$ cat config.mk
export PLATFORM = sky130hd
export DESIGN_NAME = csr_arbiter_flat
export DESIGN_NICKNAME = d
export VERILOG_FILES = /design/src/rtl/csr_arbiter_pkg.sv /design/src/rtl/csr_arbiter_if.sv /design/src/rtl/csr_arbiter_pick.sv /design/src/rtl/csr_arbiter.sv /design/src/flat_wrapper.sv
export SDC_FILE = /design/constraint.sdc
export NUM_CORES = 1
export LEC_CHECK = 0
export ABC_CLOCK_PERIOD_IN_PS = 2100
export BUFFER_PORTS_ARGS = -buffer_cell sky130_fd_sc_hd__buf_2
export CAP_MARGIN = 20
export CORE_AREA = 2 2 68 70
export CTS_CLUSTER_SIZE = 30
export DETAILED_ROUTE_END_ITERATION = 16
export DIE_AREA = 0 0 70 72
export HOLD_SLACK_MARGIN = 0.03
export PLACE_DENSITY = 0.83
export SLEW_MARGIN = 5
export SYNTH_ARGS = -nofsm -noshare
export SYNTH_HDL_FRONTEND = slang
export SYNTH_SLANG_ARGS = --single-unit
$ cat constraint.sdc
create_clock -name clk -period 2.1 [get_ports clk]
set_clock_uncertainty 0.05 [all_clocks]
set_input_delay 0.105 -clock clk [delete_from_list [all_inputs] [get_ports clk]]
set_output_delay 0.105 -clock clk [all_outputs]
set_load 0.03 [all_outputs]
$ cat src/rtl/csr_arbiter_pkg.sv
// ============================================================================
// Module      : csr_arbiter_pkg
// Description : Shared CSR arbiter definitions: FSM encoding, default widths.
// Revision    : 1.0 - initial release
// ============================================================================
`default_nettype none

package csr_arbiter_pkg;

    localparam int c_CSR_ADDR_W = 12;
    localparam int c_CSR_DATA_W = 8;

    typedef enum logic [1:0] {
        ST_IDLE   = 2'd0,
        ST_ACCESS = 2'd1,
        ST_RESP   = 2'd2,
        ST_DONE   = 2'd3
    } state_t;

    function automatic logic [1:0] f_onehot(input logic i_idx);
        return i_idx ? 2'b10 : 2'b01;
    endfunction

endpackage

`default_nettype wire

$ cat src/rtl/csr_arbiter_if.sv
// ============================================================================
// Module      : csr_arbiter_if
// Description : Two-master request/grant bus plus CSR-side signals.
// Revision    : 1.0 - initial release
// ============================================================================
`default_nettype none

interface csr_arbiter_if
    import csr_arbiter_pkg::*;
#(
    parameter int ADDR_WIDTH = c_CSR_ADDR_W,
    parameter int DATA_WIDTH = c_CSR_DATA_W
) ();

    logic [1:0]              req;
    logic [1:0]              lock;
    logic [1:0]              we;
    logic [2*ADDR_WIDTH-1:0] addr;
    logic [2*DATA_WIDTH-1:0] wdata;
    logic [1:0]              gnt;
    logic [1:0]              done;
    logic [DATA_WIDTH-1:0]   rdata;
    logic [ADDR_WIDTH-1:0]   csr_addr_o;
    logic                    csr_ack_o;
    logic [DATA_WIDTH-1:0]   csr_data_o;
    logic [DATA_WIDTH-1:0]   csr_data_i;

    modport slave (
        input  req, lock, we, addr, wdata, csr_data_i,
        output gnt, done, rdata, csr_addr_o, csr_ack_o, csr_data_o
    );

    modport master (
        output req, lock, we, addr, wdata, csr_data_i,
        input  gnt, done, rdata, csr_addr_o, csr_ack_o, csr_data_o
    );

endinterface

`default_nettype wire

$ cat src/rtl/csr_arbiter_pick.sv
// ============================================================================
// Module      : csr_arb_pick
// Description : Combinational winner selection honouring lock and round-robin.
// Revision    : 1.0 - initial release
// ============================================================================
`default_nettype none

module csr_arb_pick
    import csr_arbiter_pkg::*;
(
    input  logic [1:0] i_req,
    input  logic       i_last,
    input  logic       i_lock_held,
    input  logic       i_lock_owner,
    output logic       o_valid,
    output logic       o_idx
);

    always_comb begin
        o_valid = 1'b0;
        o_idx   = 1'b0;
        if (i_lock_held) begin
            // A held lock blocks the other master entirely, even if the owner is quiet.
            if (i_req[i_lock_owner]) begin
                o_valid = 1'b1;
                o_idx   = i_lock_owner;
            end
        end else begin
            case (i_req)
                2'b01: begin
                    o_valid = 1'b1;
                    o_idx   = 1'b0;
                end
                2'b10: begin
                    o_valid = 1'b1;
                    o_idx   = 1'b1;
                end
                2'b11: begin
                    o_valid = 1'b1;
                    o_idx   = ~i_last;
                end
                default: begin
                    o_valid = 1'b0;
                    o_idx   = 1'b0;
                end
            endcase
        end
    end

endmodule

`default_nettype wire

$ cat src/rtl/csr_arbiter.sv
// ============================================================================
// Module      : csr_arbiter
// Description : Two-master CSR arbiter with burst lock and fixed 4-cycle access.
// Revision    : 1.0 - initial release
// ============================================================================
`default_nettype none

module csr_arbiter
    import csr_arbiter_pkg::*;
#(
    parameter int ADDR_WIDTH   = c_CSR_ADDR_W,
    parameter int DATA_WIDTH   = c_CSR_DATA_W,
    parameter int LOCK_TIMEOUT = 16
) (
    input  logic         clk,
    input  logic         rst,
    csr_arbiter_if.slave bus
);

    localparam int c_TMO_W = $clog2(LOCK_TIMEOUT + 1);

    state_t                r_state;
    state_t                w_state_nxt;
    logic                  w_pick_valid;
    logic                  w_pick_idx;
    logic                  w_grant;
    logic                  w_tmo_count;
    logic [1:0]            w_gnt;
    logic [1:0]            w_done;
    logic                  w_ack;
    logic [ADDR_WIDTH-1:0] w_sel_addr;
    logic [DATA_WIDTH-1:0] w_sel_wdata;

    logic                  r_win;
    logic                  r_last;
    logic                  r_we;
    logic [ADDR_WIDTH-1:0] r_addr;
    logic [DATA_WIDTH-1:0] r_wdata;
    logic [DATA_WIDTH-1:0] r_rdata;
    logic                  r_lock_held;
    logic                  r_lock_owner;
    logic [c_TMO_W-1:0]    r_tmo_cnt;

    csr_arb_pick u_pick (
        .i_req        (bus.req),
        .i_last       (r_last),
        .i_lock_held  (r_lock_held),
        .i_lock_owner (r_lock_owner),
        .o_valid      (w_pick_valid),
        .o_idx        (w_pick_idx)
    );

    assign w_grant     = (r_state == ST_IDLE) && w_pick_valid;
    assign w_tmo_count = (r_state == ST_IDLE) && !w_pick_valid && r_lock_held
                         && !bus.req[r_lock_owner];
    assign w_sel_addr  = w_pick_idx ? bus.addr[2*ADDR_WIDTH-1 -: ADDR_WIDTH]
                                    : bus.addr[ADDR_WIDTH-1:0];
    assign w_sel_wdata = w_pick_idx ? bus.wdata[2*DATA_WIDTH-1 -: DATA_WIDTH]
                                    : bus.wdata[DATA_WIDTH-1:0];

    always_ff @(posedge clk or posedge rst) begin
        if (rst) begin
            r_state <= ST_IDLE;
        end else begin
            r_state <= w_state_nxt;
        end
    end

    always_comb begin
        w_state_nxt = r_state;
        w_gnt       = 2'b00;
        w_done      = 2'b00;
        w_ack       = 1'b0;
        case (r_state)
            ST_IDLE: begin
                if (w_pick_valid) begin
                    w_state_nxt = ST_ACCESS;
                end
            end
            ST_ACCESS: begin
                w_gnt       = f_onehot(r_win);
                w_ack       = r_we;
                w_state_nxt = ST_RESP;
            end
            ST_RESP: begin
                w_gnt       = f_onehot(r_win);
                w_state_nxt = ST_DONE;
            end
            ST_DONE: begin
                w_gnt       = f_onehot(r_win);
                w_done      = f_onehot(r_win);
                w_state_nxt = ST_IDLE;
            end
            default: begin
                w_state_nxt = ST_IDLE;
            end
        endcase
    end

    always_ff @(posedge clk or posedge rst) begin
        if (rst) begin
            r_win        <= 1'b0;
            r_last       <= 1'b1;
            r_we         <= 1'b0;
            r_addr       <= '0;
            r_wdata      <= '0;
            r_rdata      <= '0;
            r_lock_held  <= 1'b0;
            r_lock_owner <= 1'b0;
            r_tmo_cnt    <= '0;
        end else begin
            if (w_grant) begin
                r_win     <= w_pick_idx;
                r_last    <= w_pick_idx;
                r_we      <= bus.we[w_pick_idx];
                r_addr    <= w_sel_addr;
                r_wdata   <= w_sel_wdata;
                r_tmo_cnt <= '0;
            end else if (w_tmo_count) begin
                if (r_tmo_cnt == c_TMO_W'(LOCK_TIMEOUT - 1)) begin
                    r_lock_held <= 1'b0;
                    r_tmo_cnt   <= '0;
                end else begin
                    r_tmo_cnt <= r_tmo_cnt + c_TMO_W'(1);
                end
            end
            // CSR read data lands one clock after the address, i.e. during RESP.
            if (r_state == ST_RESP) begin
                r_rdata      <= bus.csr_data_i;
                r_lock_held  <= bus.lock[r_win];
                r_lock_owner <= r_win;
            end
        end
    end

    assign bus.gnt        = w_gnt;
    assign bus.done       = w_done;
    assign bus.rdata      = r_rdata;
    assign bus.csr_addr_o = r_addr;
    assign bus.csr_ack_o  = w_ack;
    assign bus.csr_data_o = r_wdata;

endmodule

`default_nettype wire
$ cat src/flat_wrapper.sv
// flat-port wrapper written by rule: the top's interface ports become plain ports
module csr_arbiter_flat import csr_arbiter_pkg::*;
#(
    parameter int ADDR_WIDTH   = c_CSR_ADDR_W,
    parameter int DATA_WIDTH   = c_CSR_DATA_W,
    parameter int LOCK_TIMEOUT = 16
)
  (clk, rst, bus_req, bus_lock, bus_we, bus_addr, bus_wdata, bus_csr_data_i, bus_gnt, bus_done, bus_rdata, bus_csr_addr_o, bus_csr_ack_o, bus_csr_data_o);
  csr_arbiter_if #(.ADDR_WIDTH(ADDR_WIDTH), .DATA_WIDTH(DATA_WIDTH)) bus_i ();
  input  logic clk;
  input  logic rst;
  input wire logic [$bits(bus_i.req)-1:0] bus_req;
  input wire logic [$bits(bus_i.lock)-1:0] bus_lock;
  input wire logic [$bits(bus_i.we)-1:0] bus_we;
  input wire logic [$bits(bus_i.addr)-1:0] bus_addr;
  input wire logic [$bits(bus_i.wdata)-1:0] bus_wdata;
  input wire logic [$bits(bus_i.csr_data_i)-1:0] bus_csr_data_i;
  output wire logic [$bits(bus_i.gnt)-1:0] bus_gnt;
  output wire logic [$bits(bus_i.done)-1:0] bus_done;
  output wire logic [$bits(bus_i.rdata)-1:0] bus_rdata;
  output wire logic [$bits(bus_i.csr_addr_o)-1:0] bus_csr_addr_o;
  output wire logic [$bits(bus_i.csr_ack_o)-1:0] bus_csr_ack_o;
  output wire logic [$bits(bus_i.csr_data_o)-1:0] bus_csr_data_o;
  assign bus_i.req = bus_req;
  assign bus_i.lock = bus_lock;
  assign bus_i.we = bus_we;
  assign bus_i.addr = bus_addr;
  assign bus_i.wdata = bus_wdata;
  assign bus_i.csr_data_i = bus_csr_data_i;
  assign bus_gnt = bus_i.gnt;
  assign bus_done = bus_i.done;
  assign bus_rdata = bus_i.rdata;
  assign bus_csr_addr_o = bus_i.csr_addr_o;
  assign bus_csr_ack_o = bus_i.csr_ack_o;
  assign bus_csr_data_o = bus_i.csr_data_o;
  csr_arbiter #(.ADDR_WIDTH(ADDR_WIDTH), .DATA_WIDTH(DATA_WIDTH), .LOCK_TIMEOUT(LOCK_TIMEOUT)) u_core (.clk(clk), .rst(rst), .bus(bus_i));
endmodule
# Word-level counts from Yosys, hierarchy flattened

Index checks and enable logic that the tools add are counted.

Output and inout port bits: 33
Input port bits: 56
Logic and storage cells: 64
Register bits after elaboration: 40

Eq/ne operators: 9
Add/sub/neg operators: 1
Bitwise gates (word level): 1
Reductions and logical operators: 13
Magnitude comparators: 3
Muxes and demuxes: 27

Operator list:

| cell                | count |
|---|---|
| $mux 1              | 16 |
| $mux 5              | 3 |
| $mux 12             | 1 |
| $eq 2x2->1 const B  | 4 |
| $mux 2              | 4 |
| $mux 8              | 1 |
| $pmux 2 s4          | 1 |
| $lt 1x2->1 const B  | 3 |
| $reduce_bool 2->1   | 3 |
| $reduce_or 3->1     | 2 |
| $add 5x1->5 const B | 1 |
| $eq 5x4->1 const B  | 1 |
| $eq 2x1->1 const B  | 2 |
| $logic_and 1x1->1   | 4 |
| $reduce_and 3->1    | 1 |
| $logic_not 1->1     | 2 |
| $logic_not 2->1     | 1 |
| $ne 2x1->1 const B  | 1 |
| $ne 2x2->1 const B  | 1 |
| $pmux 1 s2          | 1 |
| $not 1->1           | 1 |

# Logic depth before layout (Yosys ltp)

Gate-level depths: netlist (run 1).

Depth in word-level cells: 11
Mapped depth: 7
Gate-level depth less buffers: 6

# Hierarchy

From an unflattened synthesis (run 1), not the netlist that was laid out.

Cell total of the unflattened synthesis: 175
Area total of the unflattened synthesis: 1904.3 µm²

Modules (own cells, without submodules):

| module       | times used | seq. area each (µm²) | cells each | area an instance (µm²) |
|---|---|---|---|---|
| csr_arbiter  | 1          | 1002.2               | 169        | 1863.0 |
| csr_arb_pick | 1          | 0.0                  | 6          | 41.3 |

# Least setup slack after synthesis (run 1)

No wires, ideal clock.

Kind: reg2reg
Start: register u_core.r_state[0]
End: register u_core.r_rdata[0] (netlist: u_core.bus.rdata[0])
Clock period less this slack: 1538 ps
Required time: 1925 ps
Path slack: 562 ps
Arrival: 1363 ps
Setup time: 125 ps
Cell stages (with the launch flop): 5
Buffers on the path: 1
Cells stage by stage: dfrtp_1 inv_1 ha_1 buf_1 mux2_2

Longest elaborated chain between the ends: 1

Ends and longest elaborated chain:

| item                     | RTL line           | text |
|---|---|---|
| start: declaration       | csr_arbiter.sv:22  | `state_t r_state;` |
| start signal: assignment | csr_arbiter.sv:65  | `r_state <= w_state_nxt;` |
| $eq 2x2->1               | csr_arbiter.sv:128 | `if (r_state == ST_RESP) begin` |
| end signal: assignment   | csr_arbiter.sv:129 | `r_rdata <= bus.csr_data_i;` |
| end: declaration         | csr_arbiter.sv:39  | `logic [DATA_WIDTH-1:0] r_rdata;` |

No other way between the ends.
A chain may end at the register's enable or synchronous reset.

# Worst setup path in the final report (run 1)

Start: register u_core.r_state[0]
End: register u_core.r_win

Longest elaborated chain between the ends: 2

Ends and longest elaborated chain:

| item                   | RTL line           | text |
|---|---|---|
| $logic_not 2->1        | csr_arbiter.sv:53  | `assign w_grant = (r_state == ST_IDLE) && w_pick_valid;` |
| $logic_and 1x1->1      | csr_arbiter.sv:53  |  |
| end signal: assignment | csr_arbiter.sv:113 | `r_win <= w_pick_idx;` |
| end: declaration       | csr_arbiter.sv:34  | `logic r_win;` |

No other way between the ends.

==> impl_metrics.ini, run 1 <==
[run_status]
status = complete, no violations

[detailed_routing]
first_iter_violations = 35
firstDrtPassIters = 4
final_antenna_net_count = 0
drt-total-wl_um = 3990
drc_errors = 0
num_vias = 1577
wl_per_cell_um = 12.3
viasPerCell = 4.87

[flow_run]
max_cap_violations = 0

[global_routing]
grt_pass1_vias = 1570
grt_pass1_wl_um = 6510
grt_antenna_before_repair = 0
grt-ovfl-total = 0
track_usage_pct = 16.1
grt_start_max_net_pins = 50

[timing]
worst_pin_slew_ns = 0.486
rsz0062_at_grt = false
worst_slack_ns = 0.421
hold_violations = 0
slew_headroom_pct = 67.6
finalCriticalPeriod_ns = 1.68
min_period_over_period_pct = 80.0
setup-tns-final_ns = 0
maxSlewViolCount = 0
max_freq_mhz = 596
setup_viol = 0

[clock_tree]
clock-sinks = 40
numCtsBuffers = 5
htreeDepth = 2
cts_resized = 0
clockRootBuffer = clkbuf_8
tritoncts = built
clkTransAtPathRegs_ns = 0.08
clock_path_buffers = 2
clk_latency_ns = 0.30

[floorplan]
die_h_um = 72
die_x_um = 70
num_rows = 24
coreArea_mm2 = 0.00426
dieArea_mm2 = 0.00504
io_pins = 89
initial_core_util_pct = 45.3

[yosys]
netlist_instances = 172
seq_area_frac_synth_pct = 51.9
syn_area_mm2 = 0.00193
avgSynthCellArea_um2 = 11.2
yosysWarnings = 0
yosys.cell_types.count = 30
syn_nets = 234
ys_ff_latch = 40

[place]
portBuffers = 88
dp_slack_ns = 0.427
dp.cells = 307
finalWeightedCongestion = 0.735
hpwlAfterDp_um = 2870

[worst_setup_path]
crit_path_end_kind = register
crit_arrival_ns = 1.85
required_ns = 2.27
cp-start-kind = register
cp_max_fo = 49
critPathKind = register to register

[power]
power_density_mw_per_mm2 = 1520
power_uw = 3960
ir_worst_vdd_mv = 1.04
p_leak_uw = 0.00134

[layout]
n_antenna_cell = 0
nNetsFinal = 333
final_cell_count_no_fill = 324
area_growth_pct = 35.2
drive_gt1_share_pct = 41.5

[hold_path]
hp-class = input pin to register
## layout by cell type, fill, tap and decap left out, types with 2 or more instances in the layout
cell	instances
dfrtp_1	39
buf_2	88
buf_12	2
mux2i_1	25
ha_1	6
dlygate4sd3_1	9
clkbuf_8	5
nor2b_1	2
a21oi_1	24
and2_1	2
nand3_1	2
mux2_2	11
nor2_1	28
inv_1	8
nand3b_1	2
## final timing paths
path                                         from                        to  slack [ns]  depth (start not counted)
worst min register to register      u_core.r_last             u_core.r_last        0.42                          2
min in group asynchronous                     rst              u_core.r_win        0.44                          4
max in group asynchronous                     rst             u_core.r_last        1.20                          4
worst min-delay path                bus_wdata[10]  u_core.bus.csr_data_o[2]        0.05                          3
worst max-delay path            u_core.r_state[0]              u_core.r_win        0.42                          6
worst max register to register  u_core.r_state[0]              u_core.r_win        0.42                          6
## power by group
group / switching [uW] / total, uW / internal, uW
registers: 212 / 1350 / 1130
logic: 1320 / 2110 / 786
clock network: 273 / 505 / 232
## registers in the layout, indices dropped and copies added (netlist names)
signal                 cells
u_core.bus.csr_addr_o     12
u_core.bus.csr_data_o      8
u_core.bus.rdata           8
u_core.r_tmo_cnt           5
u_core.r_state             2
u_core.r_last              1
u_core.r_lock_held         1
u_core.r_lock_owner        1
u_core.r_we                1
u_core.r_win               1
## layer usage
| layer | global-route usage (%) | vias up | part of all wire, % | wire [um] |
|---|---|---|---|---|
| li1 | - | 786 | - | - |
| met5 | 0 | - | 0 | 0 |
| met3 | 5.28 | 4 | 7.4 | 293 |
| met2 | 28.9 | 58 | 50 | 1980 |
| met4 | 3.85 | 0 | 0.73 | 29 |
| met1 | 18.8 | 729 | 42 | 1690 |
## final cells by class
| type | instances | area (um^2) |
|---|---|---|
| fill | 358 | 1650 |
| sequential | 40 | 1000 |
| multi-input combinational | 116 | 850 |
| timing repair buffer | 100 | 578 |
| clock buffer | 6 | 72.6 |
| tap | 52 | 65.1 |
| inverter | 8 | 30.0 |
| clock inverter | 2 | 12.5 |
## critical path, stage by stage (launching register included)
cell and delay [ns]:
dfrtp_1 0.40, inv_1 0.13, ha_1 0.25, inv_1 0.09
a211oi_4 0.21, buf_12 0.26, mux2i_1 0.21
## timing repair
action	CTS	global route
setup endpoints to repair	0	0
hold buffers	9	0
endpoints found under the hold margin	47	0
setup buffers	0	0
## Yosys cell counts
cell type | instances | area share, %
nand3_1 | 2 | 0.52
mux2i_2 | 1 | 0.71
and4b_1 | 1 | 0.52
a211oi_2 | 1 | 0.65
xnor2_1 | 1 | 0.45
inv_1 | 8 | 1.6
nor2b_1 | 2 | 0.65
and4_1 | 1 | 0.45
nand2_1 | 1 | 0.19
a21o_1 | 1 | 0.39
mux2_2 | 11 | 6.4
or3_1 | 1 | 0.32
nand3b_1 | 2 | 0.78
dfstp_2 | 1 | 1.4
and3_1 | 1 | 0.32
buf_1 | 1 | 0.19
a21oi_1 | 24 | 6.2
ha_1 | 6 | 3.9
nor2_1 | 28 | 5.4
a311oi_1 | 1 | 0.45
and2_1 | 2 | 0.65
mux2i_1 | 25 | 13
buf_6 | 2 | 1.2
buf_2 | 3 | 0.78
o21ai_0 | 1 | 0.26
buf_4 | 2 | 0.78
nand2b_1 | 1 | 0.32
dfrtp_1 | 39 | 51
o211ai_2 | 1 | 0.65
a211oi_1 | 1 | 0.39
## kinds of logic (layout without fill, tap and decap cells)
kind of cell | count (synthesis) | after routing | share of synthesized area [%]
AOI/OAI and AO/OA | 30 | 30 | 9.01
xor gates and xnor gates | 1 | 1 | 0.454
adders and majority gates | 6 | 6 | 3.89
buffers and inverters | 16 | 116 | 4.47
DFF | 40 | 40 | 51.9
muxes | 37 | 37 | 20.1
and+or+nand+nor | 42 | 42 | 10.2
## per-stage QoR
stage	hold WS [ns]	util [%]	instance area (um^2)
6_report	0.0536	61.2	2610
3_3_place_gp	0.196	57.1	2430
5_1_grt	0.0601	61.2	2610
3_5_place_dp	0.203	57.1	2430
4_1_cts	0.0523	61.2	2610
2_1_floorplan	0.207	-	1930
Power figures use the tool's default switching activity.
==> run 2: changes to the inputs <==
- ABC_CLOCK_PERIOD_IN_PS: 2100 -> 1700
- clock period: 2.1 -> 1.7 ns (I/O delays scaled with it)
==> run 2 against run 1 <==
- utilization rose by 3.1 points
- sequential power rose by 24%
- sequential share of layout area fell by 1.8 points
- clock-buffer cell count did not move
- die area did not move
- clock power rose by 60%
- register-to-register slack got worse by 0.35 ns
- final cell count rose by 1.5%
- via count rose by 4.0%
- critical endpoint is now u_core.r_tmo_cnt[4]
- global-route usage rose by 0.28 points
- power rose by 34%
==> impl_metrics.ini, run 2 (synthesis results as in run 1) <==
[power]
ir_worst_vdd_mv = 1.11
switching_share_pct = 43.4
clockPowerShare_pct = 15.3
netSwitchingPower_uw = 2300
internal_power_uw = 3000
power_density_mw_per_mm2 = 1930
seq_power_share_pct = 31.6
pwr-share-comb_pct = 53.2
p_leak_uw = 0.00140

[global_routing]
track_usage_pct = 16.3
grt_pass1_vias = 1507
grt_pass1_wl_um = 6600
grt_start_max_net_pins = 50
grt_antenna_before_repair = 0
grt-ovfl-total = 0

[run_status]
status = complete, no violations

[worst_setup_path]
path_buf_inv = 2
cp_slowest_cell = dfrtp_1
crit_chain = mux2i_4 > a211oi_4 > buf_4 > clkbuf_16 > a311oi_1
cp.depth = 5
critPathKind = register to register
required_ns = 1.84
crit_path_end_kind = register
max_stage_delay_ns = 0.45
cp-start-kind = register
crit_arrival_ns = 1.77
cp_max_fo = 24
reg2regPathDepth = 5
path_delay_family = flip-flops

[layout]
final_common_cell = buf_2
final.fill_count = 349
fin_util_pct = 64.3
nNetsFinal = 338
area_growth_pct = 41.9
drive_gt1_share_pct = 44.0
largest_register_ff_count = 12
n_antenna_cell = 0
fin_area_mm2 = 0.00274
final_cell_count_no_fill = 329
final_cell_mix = buf_2, dfrtp_1, nor2_1

[clock_tree]
numCtsBuffers = 5
clock-sinks = 40
clock_path_buffers = 2
htreeDepth = 2
clk_latency_ns = 0.29
tritoncts = built
clockRootBuffer = clkbuf_8
clkTransAtPathRegs_ns = 0.08

[flow_run]
max_cap_violations = 0

[detailed_routing]
first_iter_violations = 49
wl_per_cell_um = 13.2
final_antenna_net_count = 0
drc_errors = 0
viasPerCell = 4.98
num_vias = 1640
firstDrtPassIters = 4
drt-total-wl_um = 4340

[timing]
min_period_over_period_pct = 95.8
finalCriticalPeriod_ns = 1.63
slew_headroom_pct = 67.3
max_freq_mhz = 614
setup_viol = 0
maxSlewViolCount = 0
hold_violations = 0
worst_slack_ns = 0.0706
worst_pin_slew_ns = 0.490

[floorplan]
io_pins = 89
initial_core_util_pct = 45.3
die_h_um = 72
die_x_um = 70
dieArea_mm2 = 0.00504
coreArea_mm2 = 0.00426
num_rows = 24

[place]
hpwlAfterDp_um = 2890
postPlaceCellArea_mm2 = 0.00244
dp_slack_ns = 0.0525
finalWeightedCongestion = 0.699
dp.cells = 308
portBuffers = 88

[hold_path]
hp-class = input pin to register
whs_path_depth = 3
==> run 2: timing repair <==
item,in CTS,in global routing
hold endpoints to repair,47,0
gates resized for setup,0,5
setup buffers,0,2
endpoints found under the setup margin,0,23
hold buffers,9,0
==> run 2: power groups by stage <==
stage	sequential, uW	combinational, uW	clock (uW)
global route	1730	3060	875
global placement	1660	2570	0
floorplan	2320	1270	0
finish	1670	2820	809
CTS	1660	2650	825
detailed placement	1670	2640	0
==> run 2: cell type report <==
class                           instances  area, um^2  area share, %
Sequential cell                        40        1000           36.6
Multi-Input combinational cell        116         871           31.8
Timing Repair Buffer                  105         651           23.7
Clock buffer                            6        82.6           3.01
Tap cell                               52        65.1           2.37
Clock inverter                          2        38.8           1.42
Inverter                                8        30.0           1.10
==> run 2: per-layer routing <==
layer  up-vias  global-route usage [%]  wire length, um
li1        803                       -                -
met5         -                       0                0
met3         5                    5.97              310
met4         0                    3.85               37
met1       774                    19.3             1790
met2        58                    28.7             2200
==> run 2: path summary, 6_finish.rpt <==
kind	start	to	slack, ns
setup reg to reg	u_core.r_lock_owner	u_core.r_tmo_cnt[4]	0.07
max in group asynchronous	rst	u_core.r_last	0.79
hold reg to reg	u_core.r_last	u_core.r_last	0.42
min in group asynchronous	rst	u_core.r_tmo_cnt[2]	0.45
hold / removal	bus_addr[13]	u_core.bus.csr_addr_o[1]	0.04
setup / recovery	u_core.r_lock_owner	u_core.r_tmo_cnt[4]	0.07
==> run 2: worst reg2reg max path: stages, from the launching register on <==
cell	delay (ns)
dfrtp_1	0.45
mux2i_4	0.33
a211oi_4	0.10
buf_4	0.16
clkbuf_16	0.18
a311oi_1	0.26
==> run 2: metrics by stage <==
step | setup TNS [ns] | power, uW | hold WS, ns
6_report | 0 | 5300 | 0.0432
5_1_grt | -0.00734 | 5660 | 0.0486
4_1_cts | 0 | 5140 | 0.0382
3_5_place_dp | 0 | 4310 | 0.184
3_3_place_gp | 0 | 4230 | 0.177
2_1_floorplan | 0 | 3580 | 0.187
